[config.mk]
export PLATFORM = sky130hd
export DESIGN_NAME = axi_control_slave
export DESIGN_NICKNAME = d
export VERILOG_FILES = /design/src/rtl/axi_control_pkg.sv /design/src/rtl/axi_control_slave.sv
export SDC_FILE = /design/constraint.sdc
export NUM_CORES = 1
export LEC_CHECK = 0
export CAP_MARGIN = 10
export CORE_MARGIN = 2
export CORE_UTILIZATION = 25
export CTS_CLUSTER_SIZE = 30
export DETAILED_ROUTE_END_ITERATION = 8
export SYNTH_ARGS = -nofsm -noshare
export SYNTH_HDL_FRONTEND = slang
export SYNTH_SLANG_ARGS = --single-unit
[constraint.sdc]
create_clock -name clock -period 2.6 [get_ports clock]
set_input_delay 0.26 -clock clock [delete_from_list [all_inputs] [get_ports clock]]
set_output_delay 0.26 -clock clock [all_outputs]
set_load 0.02 [all_outputs]
[src/rtl/axi_control_pkg.sv]
// axi_control_pkg: shared types and address map for the accelerator control slave
package axi_control_pkg;
   typedef enum logic [1:0] {IDLE, WDATA, WRESP, RDATA} state_t;
   localparam int CTRL_ADDR = 'h00;
   localparam int ARG_BASE = 'h10;
   localparam int CTRL_WORD = CTRL_ADDR / 4;
   localparam int ARG_WORD = ARG_BASE / 4;
   localparam logic [1:0] RESP_OKAY = 2'b00;
   localparam logic [1:0] RESP_SLVERR = 2'b10;
   localparam int CTRL_START = 0;
   localparam int CTRL_DONE = 1;
   localparam int CTRL_IDLE = 2;
endpackage

[src/rtl/axi_control_slave.sv]
// axi_control_slave: AXI4-Lite control/argument register block for an HLS-style accelerator
module axi_control_slave
   import axi_control_pkg::*;
#(
   parameter int HOST_AXI_ADDR_BITS = 6,
   parameter int HOST_AXI_DATA_BITS = 32,
   parameter int HOST_AXI_STRB_BITS = HOST_AXI_DATA_BITS / 8,
   parameter int NUM_ARGS = 4
) (
   input  logic clock,
   input  logic reset,
   input  logic s_axi_control_AWVALID,
   output logic s_axi_control_AWREADY,
   input  logic [HOST_AXI_ADDR_BITS-1:0] s_axi_control_AWADDR,
   input  logic s_axi_control_WVALID,
   output logic s_axi_control_WREADY,
   input  logic [HOST_AXI_DATA_BITS-1:0] s_axi_control_WDATA,
   input  logic [HOST_AXI_STRB_BITS-1:0] s_axi_control_WSTRB,
   output logic s_axi_control_BVALID,
   input  logic s_axi_control_BREADY,
   output logic [1:0] s_axi_control_BRESP,
   input  logic s_axi_control_ARVALID,
   output logic s_axi_control_ARREADY,
   input  logic [HOST_AXI_ADDR_BITS-1:0] s_axi_control_ARADDR,
   output logic s_axi_control_RVALID,
   input  logic s_axi_control_RREADY,
   output logic [HOST_AXI_DATA_BITS-1:0] s_axi_control_RDATA,
   output logic [1:0] s_axi_control_RRESP,
   output logic ap_start,
   input  logic ap_done,
   input  logic ap_idle,
   input  logic ap_ready,
   output logic [NUM_ARGS*32-1:0] args
);
   state_t state;
   logic [HOST_AXI_ADDR_BITS-3:0] waddr;
   logic [7:0] arg_b [NUM_ARGS*4];
   logic [NUM_ARGS-1:0] arg_we;
   logic [HOST_AXI_DATA_BITS-1:0] rd_word;
   logic done, ar_ctrl, rd_ok, wr_ok, wr_fire, start_set;
   int ar_idx, w_idx;
   logic unused_addr_lsbs;
   assign unused_addr_lsbs = ^{s_axi_control_ARADDR[1:0], s_axi_control_AWADDR[1:0]};
   assign s_axi_control_ARREADY = state == IDLE;
   assign s_axi_control_AWREADY = state == IDLE && !s_axi_control_ARVALID;
   assign s_axi_control_WREADY = state == WDATA;
   assign s_axi_control_BVALID = state == WRESP;
   assign s_axi_control_RVALID = state == RDATA;
   always_comb begin
      ar_idx = int'(s_axi_control_ARADDR[HOST_AXI_ADDR_BITS-1:2]) - ARG_WORD;
      w_idx = int'(waddr) - ARG_WORD;
      ar_ctrl = int'(s_axi_control_ARADDR[HOST_AXI_ADDR_BITS-1:2]) == CTRL_WORD;
      rd_ok = ar_ctrl || (ar_idx >= 0 && ar_idx < NUM_ARGS);
      rd_word = '0;
      // a done pulse landing with the CTRL read is reported, not lost
      if (ar_ctrl) begin
         rd_word[CTRL_START] = ap_start;
         rd_word[CTRL_DONE] = done || ap_done;
         rd_word[CTRL_IDLE] = ap_idle;
      end else if (rd_ok)
         rd_word = args[ar_idx*32 +: 32];
      wr_fire = state == WDATA && s_axi_control_WVALID;
      wr_ok = int'(waddr) == CTRL_WORD || (w_idx >= 0 && w_idx < NUM_ARGS);
      start_set = wr_fire && int'(waddr) == CTRL_WORD && s_axi_control_WSTRB[0] && s_axi_control_WDATA[CTRL_START];
      for (int i = 0; i < NUM_ARGS; i++)
         arg_we[i] = wr_fire && w_idx == i;
   end
   always_ff @(posedge clock) begin
      if (reset) begin
         state <= IDLE;
         waddr <= '0;
         s_axi_control_RDATA <= '0;
         s_axi_control_RRESP <= RESP_OKAY;
         s_axi_control_BRESP <= RESP_OKAY;
         ap_start <= 1'b0;
         done <= 1'b0;
      end else begin
         case (state)
            IDLE:
               if (s_axi_control_ARVALID) begin
                  s_axi_control_RDATA <= rd_word;
                  s_axi_control_RRESP <= rd_ok ? RESP_OKAY : RESP_SLVERR;
                  state <= RDATA;
               end else if (s_axi_control_AWVALID) begin
                  waddr <= s_axi_control_AWADDR[HOST_AXI_ADDR_BITS-1:2];
                  state <= WDATA;
               end
            WDATA:
               if (s_axi_control_WVALID) begin
                  s_axi_control_BRESP <= wr_ok ? RESP_OKAY : RESP_SLVERR;
                  state <= WRESP;
               end
            WRESP: state <= s_axi_control_BREADY ? IDLE : WRESP;
            RDATA: state <= s_axi_control_RREADY ? IDLE : RDATA;
         endcase
         ap_start <= start_set || (ap_start && !ap_ready);
         done <= ap_done || (done && !(state == IDLE && s_axi_control_ARVALID && ar_ctrl));
      end
   end
   for (genvar i = 0; i < NUM_ARGS; i++) begin : g_arg
      for (genvar b = 0; b < 4; b++) begin : g_byte
         always_ff @(posedge clock) begin
            if (reset)
               arg_b[4*i+b] <= '0;
            else if (arg_we[i] && s_axi_control_WSTRB[b])
               arg_b[4*i+b] <= s_axi_control_WDATA[8*b +: 8];
         end
         assign args[32*i+8*b +: 8] = arg_b[4*i+b];
      end
   end
endmodule

# ---- Word-level counts from Yosys, hierarchy flattened
# Memory sizes are Yosys's and may differ from the RTL's.
# Cells that the tools add are included.
dict set report classes {
  eq_ne 8
  order_cmp 4
  mux 77
  n_reduce_logical 47
  n_addsub 2
  n_bitwise 17
  shifts 1
}
# cell count
set op_table {}
lappend op_table {{2-to-1 mux 8 bit} 16}
lappend op_table {{indexed part select 128 x 10 -> 32 bit} 1}
lappend op_table {{2-to-1 mux 1 bit} 50}
lappend op_table {{logical NOT 32 bit} 1}
lappend op_table {{2-to-1 mux 32 bit} 1}
lappend op_table {{logical AND 1 bit} 31}
lappend op_table {{2-to-1 mux 29 bit} 1}
lappend op_table {{OR 1 bit} 16}
lappend op_table {{2-to-1 mux 2 bit} 7}
lappend op_table {{equality test 5 x 3 -> 1 bit (second input constant)} 2}
lappend op_table {{>= comparator 5 x 1 -> 1 bit (second input constant)} 2}
lappend op_table {{less-than comparator 5 x 4 -> 1 bit (second input constant)} 2}
lappend op_table {{subtractor 4 x 3 -> 5 bit (second input constant)} 2}
lappend op_table {{logical NOT 4 bit} 2}
lappend op_table {{case mux 2 bit (4 select lines)} 1}
lappend op_table {{AND reduction 2 bit} 3}
lappend op_table {{equality test 5 x 2 -> 1 bit (second input constant)} 1}
lappend op_table {{logical OR 1 bit} 5}
lappend op_table {{equality test 2 bit (second input constant)} 2}
lappend op_table {{logical NOT 1 bit} 3}
lappend op_table {{2-to-1 mux 3 bit} 1}
lappend op_table {{!= test 3 bit (second input constant)} 1}
lappend op_table {{AND reduction 3 bit} 1}
lappend op_table {{equality test 2 x 1 -> 1 bit (second input constant)} 1}
lappend op_table {{3 further kinds} 3}
dict set report totals {
  in_bits 58
  ff_bits 44
  wordCells 164
  memories 1
  ram_bits 128
}
# name words word_bits rd rd_clocked_by_memory_dff write_ports line_no
set memory_table {}
lappend memory_table {arg_b 16 8 16 0 16 axi_control_slave.sv:37} ;# logic [7:0] arg_b [NUM_ARGS*4];

# ---- Logic depth before layout (Yosys ltp)
dict set report depth {
  word_depth 8
  ltp_mapped 6
  ltp_nobuf 5
}

# ---- Worst setup path before layout
# No wires, ideal clock.
dict set report synth_path {
  kind {flip-flop to flip-flop}
  start {register state[1]}
  end {register s_axi_control_RDATA[12]}
  n_path_buf 3
  setup_ps 117
  required_time_ps 2483
  setup_slack_ps 890
  t_arrival_ps 1593
  period_less_slack_ps 1710
  path_stages_with_launch 7
  path_cell_list {dfxtp_1 -> buf_6 -> nor2_1 -> a21oi_1 -> clkbuf_1 -> buf_2 -> a22o_2}
}
dict set report synth_via {
  elab_chain_len 2
}
# item line_no
set synth_lines {}
lappend synth_lines {{from (decl)} axi_control_slave.sv:35} ;# state_t state;
lappend synth_lines {{from (signal assigned)} axi_control_slave.sv:93} ;# WRESP: state <= s_axi_control_BREADY ? IDLE : WRESP;
lappend synth_lines {{from (signal assigned)} axi_control_slave.sv:94} ;# RDATA: state <= s_axi_control_RREADY ? IDLE : RDATA;
lappend synth_lines {{logical NOT 2 bit} --}
lappend synth_lines {{via s_axi_control_ARREADY} axi_control_slave.sv:23} ;# output logic s_axi_control_ARREADY,
lappend synth_lines {{AND reduction 2 bit (no line)} --}
lappend synth_lines {{to (signal assigned)} axi_control_slave.sv:81} ;# s_axi_control_RDATA <= rd_word;
lappend synth_lines {{to (decl)} axi_control_slave.sv:27} ;# output logic [HOST_AXI_DATA_BITS-1:0] s_axi_control_RDATA,
# The timed path passes the listed nets, and every way through them passes these cells.
# A chain may end at the register's enable or synchronous reset.

==> key figures <==
Critical path
  – Crit Path Class: reg2reg
  – CP max FO: 14
  – Critical Path End Type: flop
  – Crit path cell chain: and4bb_1 > nand4b_1 > buf_12 > nor2_1
  – Worst EP required: about 2.9 ns
  – R2r endpoint: arg_b[0][31]
  – Max stage delay on crit path: 0.58 ns
  – R2R Setup Slk: ~0.41 ns
  – Worst r2r src: state[1]
  – Crit path arrival time: 2.47 ns
  – R2r worst-path depth: 4
  – CP Launch Type: flop
  – CP max stage cell: nand4b_1

Placed design
  – Placed Instance Area: around 9900 um^2
  – Post-detail-place hpwl: between 15000 and 20000 um
  – Number of I/O port buffers: between 200 and 250
  – GPL Wtd Cong: 0.749

Layout
  – Util after Layout: 36.8%
  – Area delta synth->final: 45.9%
  – N_diodes: 0
  – Fin area: 10500 um^2
  – Nets: ~800
  – Share of layout cells above drive strength 1: 17.3%

Global route
  – Initial antenna violation count: 0
  – Largest net degree at the start of global routing: 39
  – Total GRT Usage: about 16%
  – First-pass GRT wire length: 34800 um
  – Grt total ovfl: 0
  – Vias in the first global route: between 5000 and 6000

Yosys
  – Library cells used by synthesis: 45
  – Post-synth ARST share: 0%
  – Post-synth EDFFs: 128
  – Register area share after synthesis: 65.1%
  – Mapped Cells: between 500 and 600
  – Syn_area_per_cell: around 14 um^2
  – Commonest register cell after synthesis: edfxtp_1
  – Netlist Area Pre-Place: 7200 um^2
  – Synth Register Bits: 170
  – YS warnings: 0

Clocking
  – Worst-case clock buffer depth: 2
  – TritonCTS clock tree: built
  – Worst-Skew Late Latency: 0.42 ns
  – Htree depth: 4
  – Clock root cell: clkbuf_16
  – Clk slew on worst S/H paths: 0.07 ns
  – Clock buffer count from CTS: 17
  – Cts repair resizes: 0
  – Postcts setup bufs: 0
  – Cts hold-fix bufs: 0
  – Sink Count: 170

Run status
  – Status: completed

Power and ir drop
  – Power share of the clock group: 41.8%
  – Total Power: 6.48 mW
  – Net Sw Frac: 24.5%
  – Combinational Power Share: 11.2%
  – Max VDD drop: 323 uV
  – Pleak: 3.79 nW
  – Net Switching: approximately 1.6 mW
  – PD cells: 617 nW/um^2
  – Seq pwr share: 47.0%
  – Int Pwr: approximately 4.9 mW

Min path
  – Hold depth: 3
  – Hold path start: ap_done
  – Min-Delay Path Class: in2reg
  – Hold Crit Endpoint: done

Drt
  – Vias post-DR: ~5100
  – DRT Pass-1 Iters: 4
  – Iter 0 DRT Violations: 365
  – Final Routed Wirelength: approximately 24000 um
  – DRC violations left: 0
  – Drt wl/cell: 20.8 um
  – Final ANT Viol Nets: 0
  – Vias per inst: 4.53

Run
  – Max-cap violations: 0

Die
  – Die ar.: 30200 um^2
  – Chip Width: 174 um
  – Initial Utilization: 25.2%
  – Core footprint: ~29000 um^2
  – Rows: 62
  – Die Height: ~170 um
  – Ports: between 200 and 250

Timing
  – Final setup violation count: 0
  – Fmax: 0.457 GHz
  – Unrepaired setup endpoints after global routing: no
  – Final setup TNS: 0 ns
  – Endpoints failing hold: 0
  – Max-slew violation count: 0
  – Final min period: between 2 and 2.5 ns
  – Slew headroom: 26.6%
  – Hold slack: 0.426 ns
  – Skew final: ~0.013 ns
  – Slew @ Worst Pin: 1.10 ns
  – Final period utilization: 84.1%
-- registers in the layout, indices dropped and copies added, names as in the netlist --
signal and count:
done 1, s_axi_control_BRESP 1, state 2, s_axi_control_RDATA 32, arg_b 128, waddr 4
s_axi_control_RRESP 1, ap_start 1
-- final cells by class --
class | instances | area, um^2
Fill cell | 2828 | 18000
Sequential cell | 170 | 4680
Timing Repair Buffer | 242 | 2420
Multi-Input combinational cell | 296 | 2280
Tap cell | 384 | 480
Clock buffer | 18 | 439
Clock inverter | 14 | 181
Inverter | 5 | 18.8
-- cells in the mapped netlist (9+ instances only) --
library cell / number / area (um^2)
edfxtp_1: 128 / 3840
nor2_1: 108 / 405
dfxtp_1: 42 / 841
mux4_2: 32 / 721
and3_1: 29 / 181
clkbuf_1: 28 / 105
nand2_1: 25 / 93.8
a22o_2: 19 / 190
a31o_2: 16 / 140
a22o_1: 10 / 87.6
buf_2: 9 / 45.0
-- metrics by stage --
step,setup slack (ns),cells
after detailed placement,0.137,1097
after CTS,0.402,1129
after floorplan,0.890,517
after global placement,0.137,1097
after global routing,0.216,1129
final,0.414,1129
-- power by group through the flow --
stage	Sequential [mW]	Combinational, mW	Clock (mW)
2_1_floorplan	3.19	0.279	0
3_3_place_gp	3.11	0.732	0
3_5_place_dp	3.11	0.735	0
4_1_cts	3.05	0.737	2.76
5_1_grt	3.06	0.771	2.88
6_report	3.05	0.728	2.71
-- worst max-delay path: cells and delay by family, from the launching register on --
kind / cells / cell delay [ns]
and+or+nand+nor: 3 / 1.23
DFF: 1 / 0.42
buffers and inverters: 1 / 0.38
-- kinds of logic after synthesis --
family / count (synthesis) / synth area share [%]
flops: 170 / 65.1
fa+ha+maj: 2 / 0.348
other cells: 1 / 0.0521
simple gates: 196 / 13.1
compound gates: 59 / 7.16
buf+inv: 51 / 3.51
mux: 37 / 10.7
-- worst max path at each step --
stage                         startpoint                 endpoint  slack [ns]  depth (start not counted)
floorplan                       state[1]  s_axi_control_RDATA[12]        0.89                          6
global placement    s_axi_control_WVALID             arg_b[1][43]        0.14                          5
detailed placement  s_axi_control_WVALID             arg_b[0][29]        0.14                          5
CTS                             state[1]             arg_b[0][29]        0.40                          4
global route                    state[1]             arg_b[1][53]        0.22                          4
finish                          state[1]             arg_b[0][31]        0.41                          4
-- placed cells by master, fill, tap and decap left out, types with 2 or more instances in the layout --
master	netlist	routed
bufinv_16	0	3
a22o_1	10	10
and2_1	4	4
and3_1	29	29
clkbuf_16	0	17
clkinv_2	0	2
conb_1	1	2
clkdlybuf4s50_1	0	219
buf_2	9	2
o2bb2ai_1	2	2
nand3b_1	2	2
inv_1	5	5
nand4b_1	5	5
mux4_2	32	32
a31o_2	16	16
dfxtp_1	42	42
inv_6	0	4
edfxtp_1	128	128
inv_8	0	3
buf_4	3	16
nor3_1	3	3
a22o_2	19	19
nor2_1	108	108
ha_1	2	2
nor2b_1	3	3
nand3_1	3	3
a32oi_1	2	2
a21oi_1	5	4
nand2_1	25	25
nor4_1	2	2
mux2i_1	5	5
buf_12	0	5
-- per-layer routing --
metal	track usage, %	wire length [um]	vias to the layer above	share of wire (%)
met5	0	0	-	0
met3	3.31	1090	16	4.6
met2	27.0	12000	167	51
li1	-	-	2367	-
met1	19.6	10000	2567	43
met4	4.38	359	0	1.5
No activity file was read; power rests on OpenSTA's default activity.
